[src/rtl/stack_sequencer_if.sv]
// Bus between the CPU-side logic and the stack sequencer: pipeline push/pop,
// burst save/restore handshake, register-file port, stack port and status.
interface stack_sequencer_if #(
    parameter int CW = 8
);
    logic          cpu_push;
    logic          cpu_pop;
    logic [31:0]   cpu_d;
    logic          save_req;
    logic          restore_req;
    logic          ack;
    logic          busy;
    logic          done;
    logic [3:0]    rf_raddr;
    logic [31:0]   rf_rdata;
    logic          rf_we;
    logic [3:0]    rf_waddr;
    logic [31:0]   rf_wdata;
    logic          stk_push;
    logic          stk_pop;
    logic [31:0]   stk_d;
    logic [31:0]   stk_q;
    logic [CW-1:0] count;
    logic          overflow;
    logic          underflow;
    logic          err_clr;

    // CPU / register file / stack side
    modport master (
        output cpu_push, cpu_pop, cpu_d, save_req, restore_req,
        output rf_rdata, stk_q, err_clr,
        input  ack, busy, done, rf_raddr, rf_we, rf_waddr, rf_wdata,
        input  stk_push, stk_pop, stk_d, count, overflow, underflow
    );

    // Sequencer side
    modport slave (
        input  cpu_push, cpu_pop, cpu_d, save_req, restore_req,
        input  rf_rdata, stk_q, err_clr,
        output ack, busy, done, rf_raddr, rf_we, rf_waddr, rf_wdata,
        output stk_push, stk_pop, stk_d, count, overflow, underflow
    );
endinterface

[src/rtl/stack_sequencer.sv]
// Stack sequencer: forwards single pipeline push/pop to the hardware stack,
// runs burst save (r1..rNREGS -> stack) and burst restore (stack -> rNREGS..r1),
// tracks occupancy and raises sticky overflow/underflow flags.
module stack_sequencer #(
    parameter int NREGS = 15,
    parameter int DEPTH = 128,
    parameter int CW    = 8
) (
    input logic              clk,
    input logic              reset,
    stack_sequencer_if.slave bus
);
    typedef enum logic [1:0] {IDLE, SAVE, RESTORE, DRAIN} state_t;

    localparam logic [CW-1:0] FULL       = CW'(DEPTH);
    localparam logic [CW-1:0] SAVE_LIMIT = CW'(DEPTH - NREGS);
    localparam logic [CW-1:0] NR         = CW'(NREGS);
    localparam logic [CW-1:0] NR_LAST    = CW'(NREGS - 1);
    localparam logic [3:0]    NR4        = 4'(NREGS);

    state_t        state, state_nxt;
    logic [CW-1:0] step, step_nxt;
    logic [CW-1:0] count_q;
    logic          wb_valid, wb_valid_nxt;
    logic [3:0]    wb_addr, wb_addr_nxt;
    logic          done_q, done_nxt;
    logic          ovf_q, unf_q, ovf_set, unf_set;
    logic          push_go, pop_go, ack_c;
    logic [31:0]   stk_d_c;
    logic [3:0]    raddr_c;

    // Next-state, stack strobes, burst accept and error detection
    always_comb begin
        state_nxt    = state;
        step_nxt     = step;
        wb_valid_nxt = 1'b0;
        wb_addr_nxt  = '0;
        done_nxt     = 1'b0;
        ovf_set      = 1'b0;
        unf_set      = 1'b0;
        push_go      = 1'b0;
        pop_go       = 1'b0;
        ack_c        = 1'b0;
        stk_d_c      = '0;
        raddr_c      = '0;
        unique case (state)
            IDLE: begin
                stk_d_c = bus.cpu_d;
                if (bus.cpu_push) begin
                    if (count_q == FULL) ovf_set = 1'b1;
                    else                 push_go = 1'b1;
                end else if (bus.cpu_pop) begin
                    if (count_q == '0) unf_set = 1'b1;
                    else               pop_go  = 1'b1;
                end else if (bus.save_req) begin
                    ack_c = 1'b1;
                    if (count_q <= SAVE_LIMIT) begin
                        state_nxt = SAVE;
                        step_nxt  = CW'(1);
                    end else begin
                        ovf_set = 1'b1;
                    end
                end else if (bus.restore_req) begin
                    ack_c = 1'b1;
                    if (count_q >= NR) begin
                        state_nxt = RESTORE;
                        step_nxt  = '0;
                    end else begin
                        unf_set = 1'b1;
                    end
                end
            end
            SAVE: begin
                raddr_c = step[3:0];
                stk_d_c = bus.rf_rdata;
                push_go = 1'b1;
                if (step == NR) begin
                    state_nxt = IDLE;
                    step_nxt  = '0;
                    done_nxt  = 1'b1;
                end else begin
                    step_nxt = step + CW'(1);
                end
            end
            RESTORE: begin
                // Popped word arrives next cycle; remember where it goes.
                pop_go       = 1'b1;
                wb_valid_nxt = 1'b1;
                wb_addr_nxt  = NR4 - step[3:0];
                if (step == NR_LAST) begin
                    state_nxt = DRAIN;
                    step_nxt  = '0;
                end else begin
                    step_nxt = step + CW'(1);
                end
            end
            DRAIN: begin
                state_nxt = IDLE;
                done_nxt  = 1'b1;
            end
            default: state_nxt = IDLE;
        endcase
    end

    // State, step counter, write-back pipeline, occupancy and sticky flags
    always_ff @(posedge clk or posedge reset) begin
        if (reset) begin
            state    <= IDLE;
            step     <= '0;
            wb_valid <= 1'b0;
            wb_addr  <= '0;
            done_q   <= 1'b0;
            count_q  <= '0;
            ovf_q    <= 1'b0;
            unf_q    <= 1'b0;
        end else begin
            state    <= state_nxt;
            step     <= step_nxt;
            wb_valid <= wb_valid_nxt;
            wb_addr  <= wb_addr_nxt;
            done_q   <= done_nxt;
            if (push_go)     count_q <= count_q + CW'(1);
            else if (pop_go) count_q <= count_q - CW'(1);
            ovf_q <= ovf_set | (ovf_q & ~bus.err_clr);
            unf_q <= unf_set | (unf_q & ~bus.err_clr);
        end
    end

    // Input-derived outputs are gated so everything reads 0 while reset is held
    assign bus.stk_push  = push_go & ~reset;
    assign bus.stk_pop   = pop_go & ~reset;
    assign bus.stk_d     = reset ? '0 : stk_d_c;
    assign bus.ack       = ack_c & ~reset;
    assign bus.rf_raddr  = reset ? '0 : raddr_c;
    assign bus.busy      = (state != IDLE);
    assign bus.done      = done_q;
    assign bus.rf_we     = wb_valid;
    assign bus.rf_waddr  = wb_valid ? wb_addr : '0;
    assign bus.rf_wdata  = wb_valid ? bus.stk_q : '0;
    assign bus.count     = count_q;
    assign bus.overflow  = ovf_q;
    assign bus.underflow = unf_q;
endmodule

[src/flat_wrapper.sv]
// flat-port wrapper written by rule: the top's interface ports become plain ports
module stack_sequencer_flat 
#(
    parameter int NREGS = 15,
    parameter int DEPTH = 128,
    parameter int CW    = 8
)
  (clk, reset, bus_cpu_push, bus_cpu_pop, bus_cpu_d, bus_save_req, bus_restore_req, bus_rf_rdata, bus_stk_q, bus_err_clr, bus_ack, bus_busy, bus_done, bus_rf_raddr, bus_rf_we, bus_rf_waddr, bus_rf_wdata, bus_stk_push, bus_stk_pop, bus_stk_d, bus_count, bus_overflow, bus_underflow);
  stack_sequencer_if #(.CW(CW)) bus_i ();
  input logic clk;
  input logic reset;
  input wire logic [$bits(bus_i.cpu_push)-1:0] bus_cpu_push;
  input wire logic [$bits(bus_i.cpu_pop)-1:0] bus_cpu_pop;
  input wire logic [$bits(bus_i.cpu_d)-1:0] bus_cpu_d;
  input wire logic [$bits(bus_i.save_req)-1:0] bus_save_req;
  input wire logic [$bits(bus_i.restore_req)-1:0] bus_restore_req;
  input wire logic [$bits(bus_i.rf_rdata)-1:0] bus_rf_rdata;
  input wire logic [$bits(bus_i.stk_q)-1:0] bus_stk_q;
  input wire logic [$bits(bus_i.err_clr)-1:0] bus_err_clr;
  output wire logic [$bits(bus_i.ack)-1:0] bus_ack;
  output wire logic [$bits(bus_i.busy)-1:0] bus_busy;
  output wire logic [$bits(bus_i.done)-1:0] bus_done;
  output wire logic [$bits(bus_i.rf_raddr)-1:0] bus_rf_raddr;
  output wire logic [$bits(bus_i.rf_we)-1:0] bus_rf_we;
  output wire logic [$bits(bus_i.rf_waddr)-1:0] bus_rf_waddr;
  output wire logic [$bits(bus_i.rf_wdata)-1:0] bus_rf_wdata;
  output wire logic [$bits(bus_i.stk_push)-1:0] bus_stk_push;
  output wire logic [$bits(bus_i.stk_pop)-1:0] bus_stk_pop;
  output wire logic [$bits(bus_i.stk_d)-1:0] bus_stk_d;
  output wire logic [$bits(bus_i.count)-1:0] bus_count;
  output wire logic [$bits(bus_i.overflow)-1:0] bus_overflow;
  output wire logic [$bits(bus_i.underflow)-1:0] bus_underflow;
  assign bus_i.cpu_push = bus_cpu_push;
  assign bus_i.cpu_pop = bus_cpu_pop;
  assign bus_i.cpu_d = bus_cpu_d;
  assign bus_i.save_req = bus_save_req;
  assign bus_i.restore_req = bus_restore_req;
  assign bus_i.rf_rdata = bus_rf_rdata;
  assign bus_i.stk_q = bus_stk_q;
  assign bus_i.err_clr = bus_err_clr;
  assign bus_ack = bus_i.ack;
  assign bus_busy = bus_i.busy;
  assign bus_done = bus_i.done;
  assign bus_rf_raddr = bus_i.rf_raddr;
  assign bus_rf_we = bus_i.rf_we;
  assign bus_rf_waddr = bus_i.rf_waddr;
  assign bus_rf_wdata = bus_i.rf_wdata;
  assign bus_stk_push = bus_i.stk_push;
  assign bus_stk_pop = bus_i.stk_pop;
  assign bus_stk_d = bus_i.stk_d;
  assign bus_count = bus_i.count;
  assign bus_overflow = bus_i.overflow;
  assign bus_underflow = bus_i.underflow;
  stack_sequencer #(.NREGS(NREGS), .DEPTH(DEPTH), .CW(CW)) u_core (.clk(clk), .reset(reset), .bus(bus_i));
endmodule
[config.mk]
export PLATFORM = sky130hd
export DESIGN_NAME = stack_sequencer_flat
export DESIGN_NICKNAME = d
export VERILOG_FILES = /design/src/rtl/stack_sequencer_if.sv /design/src/rtl/stack_sequencer.sv /design/src/flat_wrapper.sv
export SDC_FILE = /design/constraint.sdc
export NUM_CORES = 1
export LEC_CHECK = 0
export ABC_AREA = 1
export BUFFER_PORTS_ARGS = -buffer_cell sky130_fd_sc_hd__buf_2
export CAP_MARGIN = 20
export CORE_MARGIN = 2
export CORE_UTILIZATION = 43
export CTS_BUF_LIST = sky130_fd_sc_hd__clkbuf_16
export DETAILED_ROUTE_END_ITERATION = 16
export PLACE_DENSITY = 0.83
export SLEW_MARGIN = 20
export SYNTH_ARGS = -nofsm -noshare
export SYNTH_HDL_FRONTEND = slang
export SYNTH_SLANG_ARGS = --single-unit
[constraint.sdc]
create_clock -name clk -period 2.99 [get_ports clk]
set_clock_uncertainty 0.2 [all_clocks]
set_input_delay 0.598 -clock clk [delete_from_list [all_inputs] [get_ports clk]]
set_output_delay 0.598 -clock clk [all_outputs]
set_load 0.1 [all_outputs]
# After elaboration in Yosys (flattened, before gate mapping)
# Cells that the tools add are included.
[totals] regBits=26 inputBits=103
[classes] eq_ne=13 n_bitwise=9 order_cmp=2 addsub=4 n_mux=55 n_reduce_logical=7
[op_table] cell="$mux 8" count=10
[op_table] cell="$mux 32" count=2
[op_table] cell="$pmux 32 s2" count=1
[op_table] cell="$mux 1" count=25
[op_table] cell="$pmux 8 s3" count=1
[op_table] cell="$add 8x1->8 const B" count=2
[op_table] cell="$eq 8x4->1 const B" count=2
[op_table] cell="$mux 2" count=8
[op_table] cell="$mux 4" count=4
[op_table] cell="$eq 8x8->1 const B" count=1
[op_table] cell="$ge 8x4->1 const B" count=1
[op_table] cell="$le 8x7->1 const B" count=1
[op_table] cell="$logic_not 8->1" count=1
[op_table] cell="$pmux 2 s4" count=1
[op_table] cell="$sub 8x1->8 const B" count=1
[op_table] cell="$reduce_and 7->1" count=1
[op_table] cell="$ne 3x2->1 const B" count=2
[op_table] cell="$pmux 1 s2" count=3
[op_table] cell="$reduce_and 6->1" count=1
[op_table] cell="$and 1x1->1" count=5
[op_table] cell="$eq 2x2->1 const B" count=2
[op_table] cell="$ne 2x1->1 const B" count=2
[op_table] cell="$ne 2x2->1 const B" count=2
[op_table] cell="$reduce_bool 2->1" count=2
[op_table] cell="other kinds (7)" count=9

# Longest topological paths before layout
# Gate-level depths: netlist of the first run.
[depth] word_depth=8 ltp_mapped=15 depth_no_buf=15

# Worst setup path after synthesis of the first run
# OpenSTA, ideal clock, no wires.
[synth_timing] path_type="register to output" start="register u_core.state[0]" end="output bus_ack" arrival_time_ns=3.432 required_ns=2.192 slack_ns=-1.240 path_stages_with_launch=6 path_cell_list="dfrtp_1 > inv_1 > ha_1 > buf_4 > inv_1 > nor3_1"
[synth_between] elab_chain_len=3
[synth_rtl] element="from (decl)" line_no="stack_sequencer.sv:21" rtl="state_t state, state_nxt;"
[synth_rtl] element="from (signal assigned)" line_no="stack_sequencer.sv:117" rtl="state <= state_nxt;"
[synth_rtl] element="$logic_not 2->1" line_no="stack_sequencer.sv:46" rtl="unique case (state)"
[synth_rtl] element="$mux 1" line_no="stack_sequencer.sv:46"
[synth_rtl] element="$and 1x1->1" line_no="stack_sequencer.sv:133" rtl="assign bus.ack = ack_c & ~reset;"
[synth_rtl] element="to (decl)" line_no="flat_wrapper.sv:20" rtl="output wire logic [$bits(bus_i.ack)-1:0] bus_ack;"
# Every way passes these cells.

# Worst setup path after layout of the first run
[layout_timing] start="register u_core.state[0]" end="output bus_stk_pop"
[layout_between] elab_chain_len=3
[layout_rtl] element="$eq 2x2->1 or $logic_not 2->1 (tied branches)" line_no="stack_sequencer.sv:46"
[layout_rtl] element="$pmux 1 s2 *" line_no="stack_sequencer.sv:46"
[layout_rtl] element="$and 1x1->1 *" line_no="stack_sequencer.sv:131" rtl="assign bus.stk_pop = pop_go & ~reset;"
[layout_rtl] element="to (decl)" line_no="flat_wrapper.sv:28" rtl="output wire logic [$bits(bus_i.stk_pop)-1:0] bus_stk_pop;"
# Every way passes the cells marked *; elsewhere a longest branch is shown, timed or not.

==> metrics.md, run 1 <==
| Metric | Value |
|---|---|
| Result of the run | `complete, no violations` |
| Share of Yosys cell area claimed by the top area cell type | `0.237` |
| Slew at the pin closest to its max-slew limit | `0.496 ns` |
| Cells after synthesis | `459` |
| YS warnings | `0` |
| Final RePlAce weighted congestion | `0.875` |
| Cell family with most CP delay | `buffers and inverters` |
| First DRT Iteration DRCs | `280` |
| Power density over cell area | `approximately 1300 nW/um2` |
| Overall global routing resource usage | `0.251` |
| Number of remaining DRC errors | `0` |
| Number of buffers added on ports | `190` |
| Final number of setup-violating endpoints | `0` |
| Cts bufs inserted | `3` |
| First-pass GRT wire length | `14800 um` |
| Number of enable-type register cells in the synthesized netlist | `0` |
| Flops & latches, synth | `26` |
| Slew margin rel. | `0.671` |
| Netlist Area Pre-Place | `between 2000 and 3000 um2` |
| Crit Path Max Fanout | `38` |
| Number of primary I/O pins | `191` |
| Later-pin clock latency in the skew report | `0.26 ns` |
| Die Span X | `about 85 um` |
| Kind of path behind the tightest hold check | `in -> async` |
| Final Hold Fails | `0` |
| Vias per cell | `4.86` |
| Clock Path Buffers | `2` |
| Share of synthesized registers carrying an async set or reset | `1.00` |
| Area taken by flip-flops and latches | `651 um2` |
| Library cell contributing the largest single delay on the critical path | `dfrtp_1` |
| Maximum number of pins on one net before global-route repair | `41` |
| Delay of the slowest cell on the worst path | `roughly 0.43 ns` |
| Detailed-route via count | `roughly 3500` |
| Number of buffer and inverter stages on the critical path | `4` |
| Worst ir drop on vdd | `around 1200 uV` |
| Drt first pass iters | `4` |
| Core area | `between 6000 and 7000 um2` |
| Nets in the synthesized netlist | `578` |
| Final Util | `0.728` |
| Number of nets in the layout | `760` |
| Area taken by multi-input logic gates | `1910 um2` |
| Cell row count | `29` |
| Synth top cells by count | `nand2_1 (176), inv_1 (64), a21oi_1 (41)` |
| Starting Density | `0.442` |
| Area overhead of the layout relative to synthesis | `64.9%` |
| Antenna violations before repair | `0` |
| Top FF cell, synth | `dfrtp_1` |
| Overall power of the completed layout | `between 5 and 6 mW` |
| Number of clock sinks seen by CTS | `26` |
| Post-CTS clock slew at the launch and capture registers of the worst setup and hold paths | `0.07 ns` |
| Leak | `~2.7 nW` |
| Cells along the critical path | `inv_1 -> ha_1 -> buf_6 -> nand2_4 -> nor2_1 -> nand2_1 -> nand2_2 -> inv_2 -> nor2_4 -> buf_12` |
| Number of buffers inserted by hold repair at cts | `0` |
| Count of final max-slew check failures | `0` |
| Critical path type | `reg -> out` |
| Share of layout cells above drive strength 1 | `0.417` |
| H-tree levels | `1` |
| Detailed Route WL | `9360 um` |
| CP startpoint kind | `flop` |
| Tmin final | `around 2.8 ns` |
| Yosys cell types | `34` |
| Root Buffer | `clkbuf_16` |
| Routed length per placed instance | `between 10 and 15 um` |
| Vertical die dimension | `84.5 um` |
| RSZ-0062 raised after global routing | `false` |
| Total inserted antenna cells | `0` |
| Maximum clock rate | `353 MHz` |
| Final period util | `0.948` |
| Portion of the post-synthesis area used by sequential elements | `0.233` |
| Remaining antenna violation count after routing | `0` |
| Cell with the most instances after synthesis | `nand2_1` |
| CTS tree | `done` |
| Setup TNS after final layout | `0 ns` |
| Dominant cell type by area after synthesis | `nand2_1` |
| Number of maximum-capacitance constraint violations | `0` |
| Final Cell Area | `about 4600 um2` |
| Hpwl dp | `7580 um` |
| Total cell area at the placement stage | `4490 um2` |
| Average size of a mapped cell | `roughly 6.1 um2` |
| Largest cells by area after synthesis | `nand2_1 (24%), dfrtp_1 (23%), inv_1 (8.6%)` |
| Critical path required time | `2.19 ns` |
| Total gr overflow | `0` |
| Crit path arrival time | `about 2.0 ns` |
| Capturing element type of the critical path | `output pin` |
| Via count of the first global-routing pass | `3315` |
| Overall die area | `between 7000 and 8000 um2` |
| Fillers | `483` |
worst reg2reg max path, cell delays in order (launching register included):
cell      delay (ns)
dfrtp_1         0.42
inv_1           0.09
ha_1            0.23
nand2_1         0.12
inv_1           0.12
a21oi_4         0.37
ha_1            0.36
nand2_1         0.09
nand2_1         0.08
nand2_1         0.07
nand2_1         0.05
a21oi_1         0.14
nand2b_1        0.15
nand2_1         0.06
nand2_1         0.06
nand2_1         0.04
report_power, final:
part,internal (mW),total (mW),switching (mW)
clock,0.267,0.393,0.126
sequential,0.477,0.615,0.138
combinational,1.26,4.90,3.64
worst paths after layout:
kind,start,slack (ns),end,cells after the start
setup / recovery,u_core.state[0],0.16,bus_stk_pop,10
hold / removal,reset,0.27,u_core.bus.count[6],3
setup reg to reg,u_core.state[0],0.24,u_core.bus.count[7],15
hold reg to reg,u_core.step[0],0.32,u_core.wb_addr[0],1
max in group asynchronous,reset,2.06,u_core.step[7],3
min in group clk,u_core.step[0],0.32,u_core.wb_addr[0],1
per-layer routing:
layer  GRT usage  part of all wire
met5           0                 0
met1       0.276              0.37
met3      0.0501             0.092
met4      0.0837             0.026
met2       0.477              0.51
area by class of cell:
class,count,area share
clock buffers,3,0.0163
clock inverters,1,0.00653
inverters,73,0.0604
multi-input cells,342,0.414
flip-flops and latches,26,0.141
well taps,77,0.0209
repair buffers,195,0.340
kinds of logic after synthesis:
family          share of synthesized area
compound gates                      0.134
xor+xnor                           0.0188
fa+ha+maj                          0.0745
buf+inv                             0.127
flops                               0.233
simple gates                        0.412
state kept, by name (all words and copies together), names as in the netlist:
register              cells
u_core.bus.overflow       1
u_core.bus.done           1
u_core.bus.rf_we          1
u_core.wb_addr            4
u_core.state              2
u_core.step               8
u_core.bus.underflow      1
u_core.bus.count          8
per-stage QoR:
stage                     cells  hold slack, ns  setup slack, ns
after floorplan             459           0.274           -0.392
after global placement      713           0.312            0.395
after detailed placement    713           0.309            0.271
after CTS                   717           0.281           0.0787
after global routing        717           0.305           0.0308
final                       717           0.266            0.155
layout by cell type (no fill, tap or decap), types with 4 or more instances in the layout:
master,count
nand2_1,176
buf_2,153
inv_1,63
buf_12,38
dfrtp_1,26
a21oi_2,22
nor2_1,21
a21oi_1,19
ha_1,15
nand3_1,14
o21ai_0,13
nand2_2,10
inv_2,9
nor2_4,9
nand4_1,5
nand2_4,5
nor2_2,4
o21bai_1,4
repair_timing:
action / in CTS / in global routing
endpoints found under the setup margin: 0 / 12
setup buffers: 0 / 0
resized for setup: 0 / 2
No activity file was read; power rests on OpenSTA's default activity.
==> inputs of run 2 (changes only) <==
PLACE_DENSITY = 0.92   (was 0.83)
==> run 2 against run 1 <==
  * Cell count is 0.28% higher
  * Critical path depth is the same
  * Total power grew 0.21%
  * Design area decreased by 0.11%
  * Flip-flop and latch count unchanged
  * Clock-buffer cell count unchanged
  * Register-to-register slack got worse by 0.06 ns
  * Non-clock buffer count rose by 2
  * Largest cell class unchanged
==> metrics.md, run 2 (synthesis gave the netlist of run 1 again) <==
| Metric | Value |
|---|---|
| Result of the run | `complete, no violations` |
| Sequential power share | `0.109 (+0.005)` |
| CP startpoint kind | `flop` |
| Slew at the pin closest to its max-slew limit | `0.499 ns (+0.00223 ns)` |
| Detailed-route via count | `3739 (+7.4%)` |
| First-pass GRT wire length | `15900 um (+7.3%)` |
| Leak | `2.67 nW (about the same)` |
| Number of buffers added on ports | `190 (unchanged)` |
| Later-pin clock latency in the skew report | `0.27 ns (about the same)` |
| Reg-to-reg slack, setup | `0.18 ns (-0.06 ns)` |
| Crit Path Max Fanout | `38 (unchanged)` |
| H-tree levels | `1 (unchanged)` |
| Internal Dissipation | `1.94 mW (-3.2%)` |
| Root Buffer | `clkbuf_16` |
| Clock Path Buffers | `2 (unchanged)` |
| Setup TNS after final layout | `0 ns (unchanged)` |
| Post-CTS clock slew at the launch and capture registers of the worst setup and hold paths | `0.07 ns (about the same)` |
| Number of primary I/O pins | `191 (unchanged)` |
| Capturing element type of the critical path | `output pin` |
| Starting Density | `0.442 (unchanged)` |
| Routed length per placed instance | `14.2 um (+8.8%)` |
| Detailed Route WL | `10200 um (+9.1%)` |
| Maximum number of pins on one net before global-route repair | `39 (-4.9%)` |
| Reg2reg start | `u_core.state[0]` |
| Hpwl dp | `8230 um (+8.6%)` |
| Sw Pwr | `3.98 mW (+2.0%)` |
| Total gr overflow | `0 (unchanged)` |
| Critical path required time | `2.19 ns (about the same)` |
| Most common cell after layout, fill and taps aside | `nand2_1` |
| Vertical die dimension | `84.5 um (unchanged)` |
| Vias per cell | `5.20 (+7.1%)` |
| Number of buffers inserted by hold repair at cts | `0 (unchanged)` |
| Setup crit start | `u_core.state[0]` |
| Setup Buffers After CTS | `0 (unchanged)` |
| Final RePlAce weighted congestion | `0.941 (+7.5%)` |
| RSZ-0062 raised after global routing | `true` |
| Kind of path behind the tightest hold check | `reg -> reg` |
| Maximum clock rate | `355 MHz (+0.62%)` |
| CTS resizes | `0 (unchanged)` |
| Worst ir drop on vdd | `1030 uV (-10%)` |
| Antenna violations before repair | `0 (unchanged)` |
| Number of nets in the layout | `762 (+0.26%)` |
| Net switching fraction of the power | `0.672 (+0.0115)` |
| Total inserted antenna cells | `0 (unchanged)` |
| Hold Crit Start | `u_core.step[0]` |
| CTS tree | `done` |
| Combinational cell fraction of total power | `0.838 (+0.008)` |
| Final period util | `0.942 (-0.00587)` |
| Drt first pass iters | `5 (+1)` |
| Number of maximum-capacitance constraint violations | `0 (unchanged)` |
| Remaining antenna violation count after routing | `0 (unchanged)` |
| Share of layout cells above drive strength 1 | `0.419 (+0.00182)` |
| Overall die area | `7150 um2 (unchanged)` |
| Number of cells traversed by the worst hold path | `1` |
| Final number of setup-violating endpoints | `0 (unchanged)` |
| Clock power share | `0.053 (-0.013)` |
| Hold slack final | `0.333 ns (+0.0671 ns)` |
| Most used cells in the layout excluding fill and tap cells | `nand2_1 (176), buf_2 (153), inv_1 (63)` |
| Slew margin rel. | `0.668 (-0.00376)` |
| Cell row count | `29 (unchanged)` |
| Overall global routing resource usage | `0.272 (+0.0209)` |
| Die Span X | `84.5 um (unchanged)` |
| First DRT Iteration DRCs | `322 (+15%)` |
| Number of remaining DRC errors | `0 (unchanged)` |
| Crit path arrival time | `2.02 ns (-0.02 ns)` |
| Count of final max-slew check failures | `0 (unchanged)` |
| Cts bufs inserted | `3 (unchanged)` |
| Worst-case reg-to-reg path depth | `15 (unchanged)` |
| Core area | `6310 um2 (unchanged)` |
| Area overhead of the layout relative to synthesis | `64.7%` |
| Final Hold Fails | `0 (unchanged)` |
| Power density over cell area | `1290 nW/um2 (+0.32%)` |
| Capture endpoint of the worst hold path | `u_core.wb_addr[0]` |
| Destination of the worst register-to-register timing path | `u_core.bus.count[7]` |
| Tmin final | `2.82 ns (-0.0176 ns)` |
| Number of clock sinks seen by CTS | `26 (unchanged)` |
| Via count of the first global-routing pass | `3521 (+6.2%)` |
| Critical path type | `reg -> out` |
## run 2: cell types whose count changed in the layout (fill, tap and decap cells not counted)
cell,change
buf_6,-1
bufinv_16,-1
buf_8,+1
ha_1,-1
clkinv_1,+1
buf_4,+2
ha_2,+1
## run 2: cell type report
cell class	count	area, um2
clock buffers	3	75.1
clock inverters	1	3.75
fillers	423	1720
inverters	73	278
multi-input cells	342	1910
flip-flops and latches	26	651
well taps	77	96.3
repair buffers	197	1580
## run 2: worst max-delay path by stage
stage,cells past startpoint,to
5_1_grt,10,bus_stk_pop
6_report,10,bus_stk_pop
3_3_place_gp,12,u_core.bus.count[7]
4_1_cts,6,bus_stk_d[8]
3_5_place_dp,14,u_core.bus.count[7]
2_1_floorplan,5,bus_ack
## run 2: power groups by stage
| stage | Clock (mW) | Sequential [mW] | Combinational (mW) |
|---|---|---|---|
| finish | 0.313 | 0.648 | 4.96 |
| global route | 0.325 | 0.661 | 5.20 |
| CTS | 0.307 | 0.641 | 4.92 |
| detailed placement | 0 | 0.645 | 4.89 |
| global placement | 0 | 0.638 | 4.75 |
| floorplan | 0 | 1.08 | 3.27 |
## run 2: per-layer routing
layer,vias up,share of wire,track usage
met5,-,0,0
met4,0,0.041,0.133
met3,31,0.099,0.0452
met2,267,0.53,0.517
met1,1669,0.33,0.287
li1,1772,-,-
## run 2: critical path: stages (launching register included)
cell and delay [ns]:
dfrtp_1 0.43, inv_1 0.11, ha_1 0.21, buf_8 0.24, nand2_4 0.09, nor2_1 0.09
nand2_1 0.07, nand2_2 0.14, inv_2 0.08, nor2_4 0.10, buf_12 0.18
## run 2: metrics by stage
stage / total power, mW / instances / instance area [um2] / util / worst slack [ns]
after floorplan: 4.36 / 459 / 2920 / - / -0.392
after global placement: 5.39 / 715 / 4500 / 0.713 / 0.383
after detailed placement: 5.54 / 715 / 4500 / 0.713 / 0.284
after CTS: 5.87 / 719 / 4580 / 0.726 / 0.0140
after global routing: 6.19 / 719 / 4590 / 0.728 / -0.00833
final: 5.92 / 719 / 4590 / 0.728 / 0.173
